==> src/rtl/decoder_2_to_4_reg.sv <==
// Registered 2-to-4 one-hot decoder that shows each word for HOLD cycles, then offers it with a valid/ready handshake.
// Optional macro DEC_ACC_CNT_EN adds the acc_cnt port: a saturating count of accepted codes.
module decoder_2_to_4_reg #(
    parameter int unsigned HOLD  = 4,
    parameter int unsigned CNT_W = 8
) (
    input  logic             clk,
    input  logic             rst_n,
    input  logic             en,
    input  logic             in_valid,
    input  logic [1:0]       code,
    output logic             in_ready,
    output logic [3:0]       y,
    output logic             out_valid,
    input  logic             out_ready
`ifdef DEC_ACC_CNT_EN
    ,
    output logic [CNT_W-1:0] acc_cnt
`endif
);

    // state | meaning
    // IDLE  | waiting for a code; in_ready follows en, y cleared
    // SHOW  | decoded word visible, hold counter running down
    // OFFER | word offered on out_valid until out_ready
    typedef enum logic [1:0] {
        IDLE  = 2'd0,
        SHOW  = 2'd1,
        OFFER = 2'd2
    } state_t;

    localparam logic [7:0] HOLD_LD = 8'(HOLD - 1);

    state_t      state_q, state_d;
    logic [7:0]  hold_q,  hold_d;
    logic [1:0]  code_q,  code_d;
    logic [3:0]  y_q,     y_d;

    always_ff @(posedge clk or negedge rst_n) begin
        if (!rst_n) begin
            state_q <= IDLE;
            hold_q  <= 8'd0;
            code_q  <= 2'd0;
            y_q     <= 4'd0;
        end else begin
            state_q <= state_d;
            hold_q  <= hold_d;
            code_q  <= code_d;
            y_q     <= y_d;
        end
    end

    // y is rebuilt from the latched code each cycle, so it can only be zero or one-hot
    always_comb begin
        state_d = state_q;
        hold_d  = hold_q;
        code_d  = code_q;
        y_d     = y_q;
        case (state_q)
            IDLE: begin
                y_d = 4'd0;
                if (in_valid && en) begin
                    code_d  = code;
                    y_d     = 4'b0001 << code;
                    hold_d  = HOLD_LD;
                    state_d = SHOW;
                end
            end
            SHOW: begin
                y_d = 4'b0001 << code_q;
                if (hold_q == 8'd0) begin
                    state_d = OFFER;
                end else begin
                    hold_d = hold_q - 8'd1;
                end
            end
            OFFER: begin
                y_d = 4'b0001 << code_q;
                if (out_ready) begin
                    y_d     = 4'd0;
                    state_d = IDLE;
                end
            end
            default: begin
                y_d     = 4'd0;
                state_d = IDLE;
            end
        endcase
    end

    // gating with rst_n keeps in_ready low for the whole reset pulse
    assign in_ready  = rst_n && en && (state_q == IDLE);
    assign out_valid = (state_q == OFFER);
    assign y         = y_q;

`ifdef DEC_ACC_CNT_EN
    logic acc_inc;
    assign acc_inc = (state_q == IDLE) && in_valid && en;

    always_ff @(posedge clk or negedge rst_n) begin
        if (!rst_n) begin
            acc_cnt <= '0;
        end else if (acc_inc && (acc_cnt != {CNT_W{1'b1}})) begin
            acc_cnt <= acc_cnt + 1'b1;
        end
    end
`endif

endmodule

==> config.mk <==
export PLATFORM = sky130hd
export DESIGN_NAME = decoder_2_to_4_reg
export DESIGN_NICKNAME = d
export VERILOG_FILES = /design/src/rtl/decoder_2_to_4_reg.sv
export SDC_FILE = /design/constraint.sdc
export NUM_CORES = 1
export LEC_CHECK = 0
export BUFFER_PORTS_ARGS = -buffer_cell sky130_fd_sc_hd__buf_2
export CELL_PAD_IN_SITES_DETAIL_PLACEMENT = 1
export CELL_PAD_IN_SITES_GLOBAL_PLACEMENT = 1
export CORE_ASPECT_RATIO = 0.9
export CORE_MARGIN = 4
export CORE_UTILIZATION = 35
export CTS_CLUSTER_SIZE = 24
export DETAILED_ROUTE_END_ITERATION = 8
export PLACE_DENSITY_LB_ADDON = 0.25
export SKIP_CTS_REPAIR_TIMING = 1
export SLEW_MARGIN = 20
export SYNTH_ARGS = -nofsm -noshare
export SYNTH_HDL_FRONTEND = slang
export SYNTH_SLANG_ARGS = --single-unit
==> constraint.sdc <==
create_clock -name clk -period 3.82 [get_ports clk]
set_input_delay 0.382 -clock clk [delete_from_list [all_inputs] [get_ports clk]]
set_output_delay 0.382 -clock clk [all_outputs]
set_load 0.05 [all_outputs]
Yosys cells after proc, flatten, opt, wreduce, memory -nomap -nowiden

Cells that the tools add are included.

Register bits: 16
Latch bits: 0
Memory bits (writable): 0
Bits in read-only memories: 0
Bits of input ports: 7
Output and inout port bits: 6
Logic and storage cells: 32
Memories: 0

Add/subtract/negate cells: 1
$mul: 0
Divide/modulo/power cells: 0
Order comparisons: 0
Eq/ne operators: 6
Shifts and indexed selects: 2
Multiplexer cells: 10
Bitwise logic cells: 0
Reductions and logical operators: 9

Operator list:

| operator                                              | number |
|---|---|
| two-way mux 8 bit                                     | 2 |
| case mux 8 bit (2 select lines)                       | 1 |
| case mux 4 bit (3 select lines)                       | 1 |
| zero test 8 bit                                       | 1 |
| two-way mux 4 bit                                     | 2 |
| << shifter 1 x 2 -> 4 bit, first input constant       | 2 |
| subtractor 8 x 1 -> 8 bit, second input constant      | 1 |
| two-way mux 2 bit                                     | 3 |
| inequality test 2 bit, second input constant          | 3 |
| case mux 2 bit (3 select lines)                       | 1 |
| AND reduction 3 bit                                   | 2 |
| logical AND 1 bit                                     | 3 |
| equality test 2 x 1 -> 1 bit, second input constant   | 1 |
| equality test 2 bit, second input constant            | 1 |
| zero test 2 bit                                       | 1 |
| inequality test 2 x 1 -> 1 bit, second input constant | 1 |
| AND reduction 2 bit                                   | 1 |
| nonzero test 2 bit                                    | 1 |

Depth between registers and ports, before layout

Gate-level depths: netlist of the first run.

Depth after elaboration: 3
Depth in mapped cells: 5
Mapped depth without buffers: 5

Worst setup path before layout of the first run

OpenSTA, ideal clock, no wires.

Path kind: register -> output
Start point: register state_q[0]
End point: output in_ready
Arrival: 1585 ps
Required time: 3438 ps
Setup slack: 1853 ps
Stages on the path, launching flop included: 3
Buffers on the path: 1
Cells stage by stage: dfrtp_1 > buf_2 > nor3_1

Word-level cells in the longest chain between the ends: 2

Ends and longest elaborated chain:

| what                     | line | RTL |
|---|---|---|
| start: declaration       | 34   | `state_t state_q, state_d;` |
| start signal: assignment | 46   | `state_q <= state_d;` |
| zero test 2 bit          | 92   | `assign in_ready = rst_n && en && (state_q == IDLE);` |
| logical AND 1 bit        | 92   |  |
| end: declaration         | 12   | `output logic in_ready,` |

No other way between the ends.

Worst setup path after layout of the first run

Start point: input rst_n
End point: output in_ready

Word-level cells in the longest chain between the ends: 2

Ends and longest elaborated chain:

| what                           | line | RTL |
|---|---|---|
| start: declaration             | 8    | `input logic rst_n,` |
| logical AND 1 bit (2 in a row) | 92   |  |

No other way between the ends.

==> results.toml, run 1 <==
[timing]
hold_viol = 0
setup_viol_count_final = 0
rsz0062_at_grt = "no"
totalNegativeSetupSlack_ns = 0
slew_headroom_pct = 47.45
slew_viol_final = 0
skew_ns = 0.003061
min_period_ns = 2.131
clock.fmax_ghz = 0.4693
timing.final.crit_share_pct = 55.78
worst_slew_pin_slew_ns = 0.7773

[placement]
dp.cells = 119
post-dp-hpwl_mm = 1.519
place_congestion = 0.8752
portBuffers = 12

[critical_path]
worst_path_most_repeated_cell = "buf_2"
worstSetupPathType = "input pin to output pin"
cp.required_ns = 3.44
arrival_ns = 1.75
startpoint_type = "input pin"
worstPathCellList = "dlygate4sd3_1 > buf_2 > nand2_1 > nor3_1 > buf_2"
crit_path_start = "rst_n"
critPathBufInv = 3
path_delay_family = "buffers and inverters"
worstPathMaxFanout = 17
rr_startpoint = "hold_q[0]"
end_kind = "output pin"
critical_path.slowest_cell = "dlygate4sd3_1"
max_stage_delay_ns = 0.52

[pwr]
p_leak_uw = 0.0004509
power_frac_comb_pct = 44.6
internal-power_uw = 413.1
power_frac_clock_pct = 14.9
p_seq_share_pct = 40.4
swShare_pct = 46.84
total_power_uw = 777.2
ir_drop_mv = 0.3394
pwr_density_cell_mw_per_mm2 = 807.8
p_sw_uw = 364.1

[synth]
syn_inst = 82
synth_area_sq_um = 838.3
synth_area_leaders = "dfrtp_1, nand2_1, mux2i_1, a21oi_1, ha_1"
ys_seq_area_share_pct = 47.76
synth_area_leader_cell = "dfrtp_1"
synth_fa_ha_area_share_pct = 2.985
synth_warnings = 0
synth.area.mux_share_pct = 4.925
yosys.area.top_type_share_pct = 47.76
syn_area_per_cell_sq_um = 10.22
synth-simple-area-share_pct = 22.69
synth_compound_area_share_pct = 17.01
synth_xor_area_share_pct = 0
syn_nets = 91
yosys_register_bits = 16
synth_cell_type_count = 32
synth_top_family_by_area = "simple AND/OR/NAND/NOR gates"

[flow_run]
maxCapViolCount = 0

[route]
drcViolationCount = 0
drtIter0Drc = 7
ant_nets = 0
viasPerCell = 5.427
vias = 673
first_pass_iters = 4
routed_wl_mm = 2.008
routedWlPerCell_um = 16.19

[run_status]
outcome = "complete, no violations"

[global_routing]
grt_max_degree = 18
grt_pass1_wl_mm = 3.353
antenna_found_initial = 0
grt_pass1_vias = 672
grt_usage_pct = 14.42
overflow = 0

[floorplanning]
initial_core_util_pct = 37.73
ioPinCount = 13
core.rowCount = 16
die_x_um = 59.59
dieArea_sq_mm = 0.003243
core_sq_mm = 0.002222
die_h_um = 54.43

[clock_tree]
cts_tree = "built"
clk_pin_slew_ns = 0.10
clk_latency_ns = 0.29
cts_max_path_buffers = 2
cts_made_buffers = 3
cts-root-buf = "clkbuf_4"
htree_levels = 1
numClockSinks = 16

[finish]
area_growth_pct = 14.78
fillers = 261
final_cells = 124
final_common_cell = "dfrtp_1"
layout_common_cells = "dfrtp_1, buf_2, nand2_1"
drive_above_1_share_pct = 21.65
nNetsFinal = 107
antenna_cells = 0

[hold_path]
min_path_type = "input pin to flop"
hold_start = "code[1]"
==> synth_stat cells <==
library cell  instances
and4bb_2              1
a311oi_1              1
nor3b_1               1
or4b_2                1
or3b_2                1
nand2_1              10
o2111ai_1             1
nor3_1                3
nand4_1               1
or3_1                 1
o21a_1                1
nand4bb_1             1
mux2i_1               3
o32ai_1               2
nor4b_1               2
a2111o_1              1
mux2_2                1
o211ai_1              3
or4b_4                1
nor2_1                3
buf_2                 1
dfrtp_1              16
or4_1                 1
o21ai_0               4
nor2b_1               2
inv_1                 6
a21oi_1               5
ha_1                  2
o22ai_1               2
buf_6                 1
nand2b_1              2
o41ai_1               1
==> worst paths after layout <==
check,endpoint,slack (ns),cells past startpoint
min reg2reg,y[1],0.51,1
max in group asynchronous,hold_q[7],3.02,2
min in group asynchronous,hold_q[2],0.53,2
max,in_ready,1.69,5
min,y[0],0.35,2
max reg2reg,hold_q[1],1.70,5
==> layout make-up <==
class / instances / area, sq um / area share [%]
Clock buffer: 4 / 36.28 / 3.771
Tap cell: 27 / 33.78 / 3.511
Inverter: 6 / 22.52 / 2.341
Multi-Input combinational cell: 58 / 399.1 / 41.48
Timing Repair Buffer: 13 / 70.07 / 7.282
Sequential cell: 16 / 400.4 / 41.61
==> per-layer routing <==
layer  global-route usage (%)  part of all wire (%)  up-vias
li1                         -                     -      335
met1                    21.12                    53      325
met2                    20.18                    42        9
met3                    4.953                   4.4        4
met4                    3.321                  0.75        0
met5                        0                     0        -
==> power by group through the flow <==
| stage | clock network [uW] | logic (uW) | registers, uW |
|---|---|---|---|
| 2_1_floorplan | 0 | 232 | 340 |
| 3_3_place_gp | 0 | 338 | 313 |
| 3_5_place_dp | 0 | 345 | 316 |
| 4_1_cts | 119 | 347 | 312 |
| 5_1_grt | 132 | 377 | 330 |
| 6_report | 116 | 347 | 314 |
==> registers in the layout, summed over array words and instances, names as in the netlist <==
name     flops
code_q       2
hold_q       8
state_q      2
y            4
==> logic make-up after synthesis <==
kind of cell / Yosys count
compound gates: 21
mux: 4
buf+inv: 8
simple gates: 31
flops: 16
fa+ha+maj: 2
==> per-stage QoR <==
step / hold WS, ns / worst slack (ns) / util (%) / cell area, sq um
after floorplan: 0.08641 / 1.853 / - / 838.3
after global placement: 0.3242 / 1.878 / 41.22 / 915.9
after global routing: 0.3334 / 1.532 / 43.30 / 962.2
after detailed placement: 0.3253 / 1.681 / 41.22 / 915.9
after CTS: 0.001681 / 1.704 / 42.85 / 952.2
final: 0.3499 / 1.689 / 43.30 / 962.2
No activity file was read; power rests on OpenSTA's default activity.
==> inputs of run 2 (changes only) <==
clock period = 2.1 ns   (was 3.82 ns; I/O delays follow)
==> run 2 against run 1 <==
  * Global-route usage rose by 1.2 points
  * Count of clock-buffer cells in the layout stayed put
  * Clock power grew 80%
  * Non-clock buffer count increased by 3
  * Via count is 6.1% higher
  * Critical path depth did not move
  * Critical path type is now flop to flop
==> results.toml, run 2 (synthesis gave the netlist of run 1 again) <==
[clock_tree]
cts-root-buf = "clkbuf_4"
clk_pin_slew_ns = 0.10
cts_made_buffers = 3
cts_tree = "built"
clk_latency_ns = 0.30
numClockSinks = 16
htree_levels = 1
cts_max_path_buffers = 2

[floorplanning]
core.rowCount = 16
core_sq_mm = 0.002222
initial_core_util_pct = 37.73
ioPinCount = 13
die_x_um = 59.59
dieArea_sq_mm = 0.003243
die_h_um = 54.43

[placement]
post-dp-hpwl_mm = 1.569
place_congestion = 0.8745
pre_cts_slack_ns = 0.08437
portBuffers = 12

[finish]
antenna_cells = 0
final_common_cell = "dfrtp_1"
largest-register = "hold_q"
area_growth_pct = 18.21
regArea_sq_um = 400.4
nNetsFinal = 110
drive_above_1_share_pct = 25.00
layout_common_cells = "dfrtp_1, buf_2, nand2_1"
largest_reg_flops = 8
fillers = 258
multiInputGateArea_sq_um = 405.4

[critical_path]
worstPathMaxFanout = 6
max_stage_delay_ns = 0.66
worstPathCellList = "inv_1 > ha_1 > or4b_2 > o2111ai_1 > mux2i_1"
startpoint_type = "flop"
arrival_ns = 2.20
worstSetupPathType = "flop to flop"
crit_path_start = "hold_q[0]"
rr_startpoint = "hold_q[0]"
critPathBufInv = 1
end_kind = "flop"
path_delay_family = "simple AND/OR/NAND/NOR gates"
cp.required_ns = 2.33
critical_path.slowest_cell = "or4b_2"

[pwr]
pwr_density_cell_mw_per_mm2 = 1479
p_leak_uw = 0.0004671
ir_drop_mv = 0.6238

[run_status]
outcome = "complete, no violations"

[hold_path]
min_path_type = "input pin to flop"
hold_start = "code[1]"

[global_routing]
grt_max_degree = 17
grt_pass1_vias = 701
overflow = 0
grt_usage_pct = 15.59
grt_pass1_wl_mm = 3.560
antenna_found_initial = 0

[timing]
setup_slack_ns = 0.1317
holdWs_ns = 0.1685
setup_viol_count_final = 0
slew_headroom_pct = 68.09
hold_viol = 0
clock.fmax_ghz = 0.5081
worst_slew_pin_slew_ns = 0.4774
slew_viol_final = 0
timing.final.crit_share_pct = 93.73
skew_ns = 0.007783
rsz0062_at_grt = "no"
min_period_ns = 1.968

[route]
viasPerCell = 5.622
vias = 714
ant_nets = 0
routed_wl_mm = 2.160
drtIter0Drc = 13
routedWlPerCell_um = 17.01
drcViolationCount = 0
first_pass_iters = 2

[flow_run]
maxCapViolCount = 0
-- run 2: area by class of cell --
cell class | count | share of cell area, %
inverter | 6 | 2.273
multi-input combinational | 58 | 40.91
sequential | 16 | 40.40
clock buffer | 4 | 3.662
tap | 27 | 3.409
timing repair buffer | 16 | 9.343
-- run 2: metrics by stage --
stage | total power [uW] | util (%) | instance area [sq um] | cells | setup TNS [ns]
6_report | 1466 | 44.59 | 991.0 | 127 | 0
5_1_grt | 1575 | 44.59 | 991.0 | 127 | 0
4_1_cts | 1466 | 43.86 | 974.7 | 126 | -0.004619
3_5_place_dp | 1243 | 42.23 | 938.4 | 122 | 0
3_3_place_gp | 1227 | 42.23 | 938.4 | 122 | 0
2_1_floorplan | 1039 | - | 838.3 | 82 | 0
-- run 2: power by group --
group	internal, uW	switching, uW	total, uW
combinational	251	437	688
clock	106	103	209
sequential	431	138	569
-- run 2: per-layer routing --
| layer | GRT usage (%) | vias to the layer above | part of all wire [%] |
|---|---|---|---|
| met5 | 0 | - | 0 |
| met4 | 7.749 | 0 | 2.3 |
| met3 | 4.481 | 5 | 4.4 |
| met2 | 21.64 | 11 | 42 |
| met1 | 21.90 | 354 | 51 |
| li1 | - | 344 | - |
-- run 2: final timing paths --
path | to | slack [ns] | cells after the start
worst min register to register | y[1] | 0.52 | 1
max in group asynchronous | hold_q[0] | 1.51 | 3
worst max register to register | hold_q[3] | 0.13 | 5
worst min-delay path | y[0] | 0.17 | 2
worst max-delay path | hold_q[3] | 0.13 | 5
min in group asynchronous | hold_q[3] | 0.39 | 3
==> inputs of run 3 (changes only) <==
PLACE_DENSITY = 0.76   (was unset)
PLACE_DENSITY_LB_ADDON = unset   (was 0.25)
==> run 3 against run 2 <==
  * Via count is 2.4% lower
  * Highest routed layer is now met3
  * Clock skew is 0.0072 ns lower
  * First-iteration DRC count is 7.7% lower
  * Sequential share of layout area is 0.31 points higher
  * Final cell count is 0.79% lower
  * Setup slack hardly changed
  * Critical endpoint is now hold_q[1]
  * Sequential cell count stayed put
  * Largest power group unchanged
  * Clock power hardly changed
==> results.toml, run 3 (synthesis gave the netlist of run 1 again) <==
[critical_path]
r2r_end = "hold_q[1]"
end_kind = "flop"
worstPathMaxFanout = 6
crit_path_start = "hold_q[0]"
cp.required_ns = 2.28
crit_cells = 5
max_stage_delay_ns = 0.50
critical_path.slowest_cell = "a311oi_1"
arrival_ns = 2.15
startpoint_type = "flop"
crit_path_end = "hold_q[1]"
worstSetupPathType = "flop to flop"
worstPathCellList = "inv_1 > ha_1 > nor4b_2 > a311oi_1 > mux2_2"
rr_startpoint = "hold_q[0]"
rrSetupSlack_ns = 0.13
reg2regPathDepth = 5
path_delay_family = "compound AO/OA/AOI/OAI gates"
critPathBufInv = 1

[route]
routedWlPerCell_um = 16.90
routed_wl_mm = 2.129
viasPerCell = 5.532
drtIter0Drc = 12
vias = 697
drcViolationCount = 0
first_pass_iters = 4
ant_nets = 0

[timing]
worst_slew_pin_slew_ns = 0.5310
skew_ns = 0.0005932
clock.fmax_ghz = 0.5081
slew_viol_final = 0
setup_viol_count_final = 0
hold_viol = 0
min_period_ns = 1.968
rsz0062_at_grt = "no"
timing.final.crit_share_pct = 93.73
slew_headroom_pct = 64.33

[floorplanning]
die_x_um = 59.59
core.rowCount = 16
ioPinCount = 13
dieArea_sq_mm = 0.003243
core_sq_mm = 0.002222
initial_core_util_pct = 37.73
die_h_um = 54.43

[clock_tree]
htree_levels = 1
cts_tree = "built"
cts_max_path_buffers = 2
cts-root-buf = "clkbuf_4"
cts_made_buffers = 3
clk_latency_ns = 0.28
clk_pin_slew_ns = 0.10
numClockSinks = 16

[run_status]
outcome = "complete, no violations"

[hold_path]
min_path_type = "input pin to flop"
hold_start = "code[1]"

[finish]
drive_above_1_share_pct = 24.24
nNetsFinal = 109
layout_common_cells = "dfrtp_1, buf_2, nand2_1"
area_growth_pct = 17.31
antenna_cells = 0
fillers = 269
final_common_cell = "dfrtp_1"
utilization_pct = 44.26
final_cells = 126
largest_reg_flops = 8
largest-register = "hold_q"

[pwr]
pwr_density_cell_mw_per_mm2 = 1462
p_leak_uw = 0.0004625
ir_drop_mv = 0.6232

[global_routing]
overflow = 0
grt_pass1_vias = 724
antenna_found_initial = 0
grt_max_degree = 17
grt_pass1_wl_mm = 3.498
grt_usage_pct = 14.83

[placement]
dp.cells = 121
place_congestion = 0.8563
portBuffers = 12
post-dp-hpwl_mm = 1.568

[flow_run]
maxCapViolCount = 0
run 3: cell count changes in the layout (fill, tap and decap cells not counted), sizes merged:
cell	change
buf	-1
run 3: power breakdown:
part           internal (uW)  switching (uW)  total (uW)
Clock                    105             104         210
Combinational            230             436         666
Sequential               431             131         562
run 3: final cells by class:
class,count,area (sq um),share of cell area [%]
Clock buffer,4,36.28,3.690
Inverter,6,22.52,2.290
Multi-Input combinational cell,58,405.4,41.22
Sequential cell,16,400.4,40.71
Tap cell,27,33.78,3.435
Timing Repair Buffer,15,85.08,8.651
run 3: layer usage:
| layer | share of wire, % | global-route usage [%] | routed length, um |
|---|---|---|---|
| met5 | 0 | 0 | 0 |
| met4 | 0 | 4.797 | 0 |
| met3 | 5.6 | 2.358 | 120 |
| met2 | 50 | 24.18 | 1071 |
| met1 | 44 | 20.20 | 937 |
run 3: worst min path at each step:
| stage | endpoint | cells after the start |
|---|---|---|
| floorplan | code_q[0] | 0 |
| global placement | hold_q[7] | 2 |
| detailed placement | hold_q[5] | 2 |
| CTS | hold_q[5] | 2 |
| global route | y[1] | 2 |
| finish | y[1] | 2 |
run 3: through the flow:
step | setup slack [ns] | hold slack, ns | TNS, ns | instance area, sq um | total power [uW]
detailed placement | 0.005086 | 0.2216 | 0 | 930.9 | 1224
global route | 0.02346 | 0.1739 | 0 | 983.4 | 1550
floorplan | 0.3050 | -0.08559 | 0 | 838.3 | 1039
CTS | -0.02547 | -0.1027 | -0.02547 | 967.2 | 1434
finish | 0.1318 | 0.1766 | 0 | 983.4 | 1438
global placement | 0.1537 | 0.2216 | 0 | 930.9 | 1185
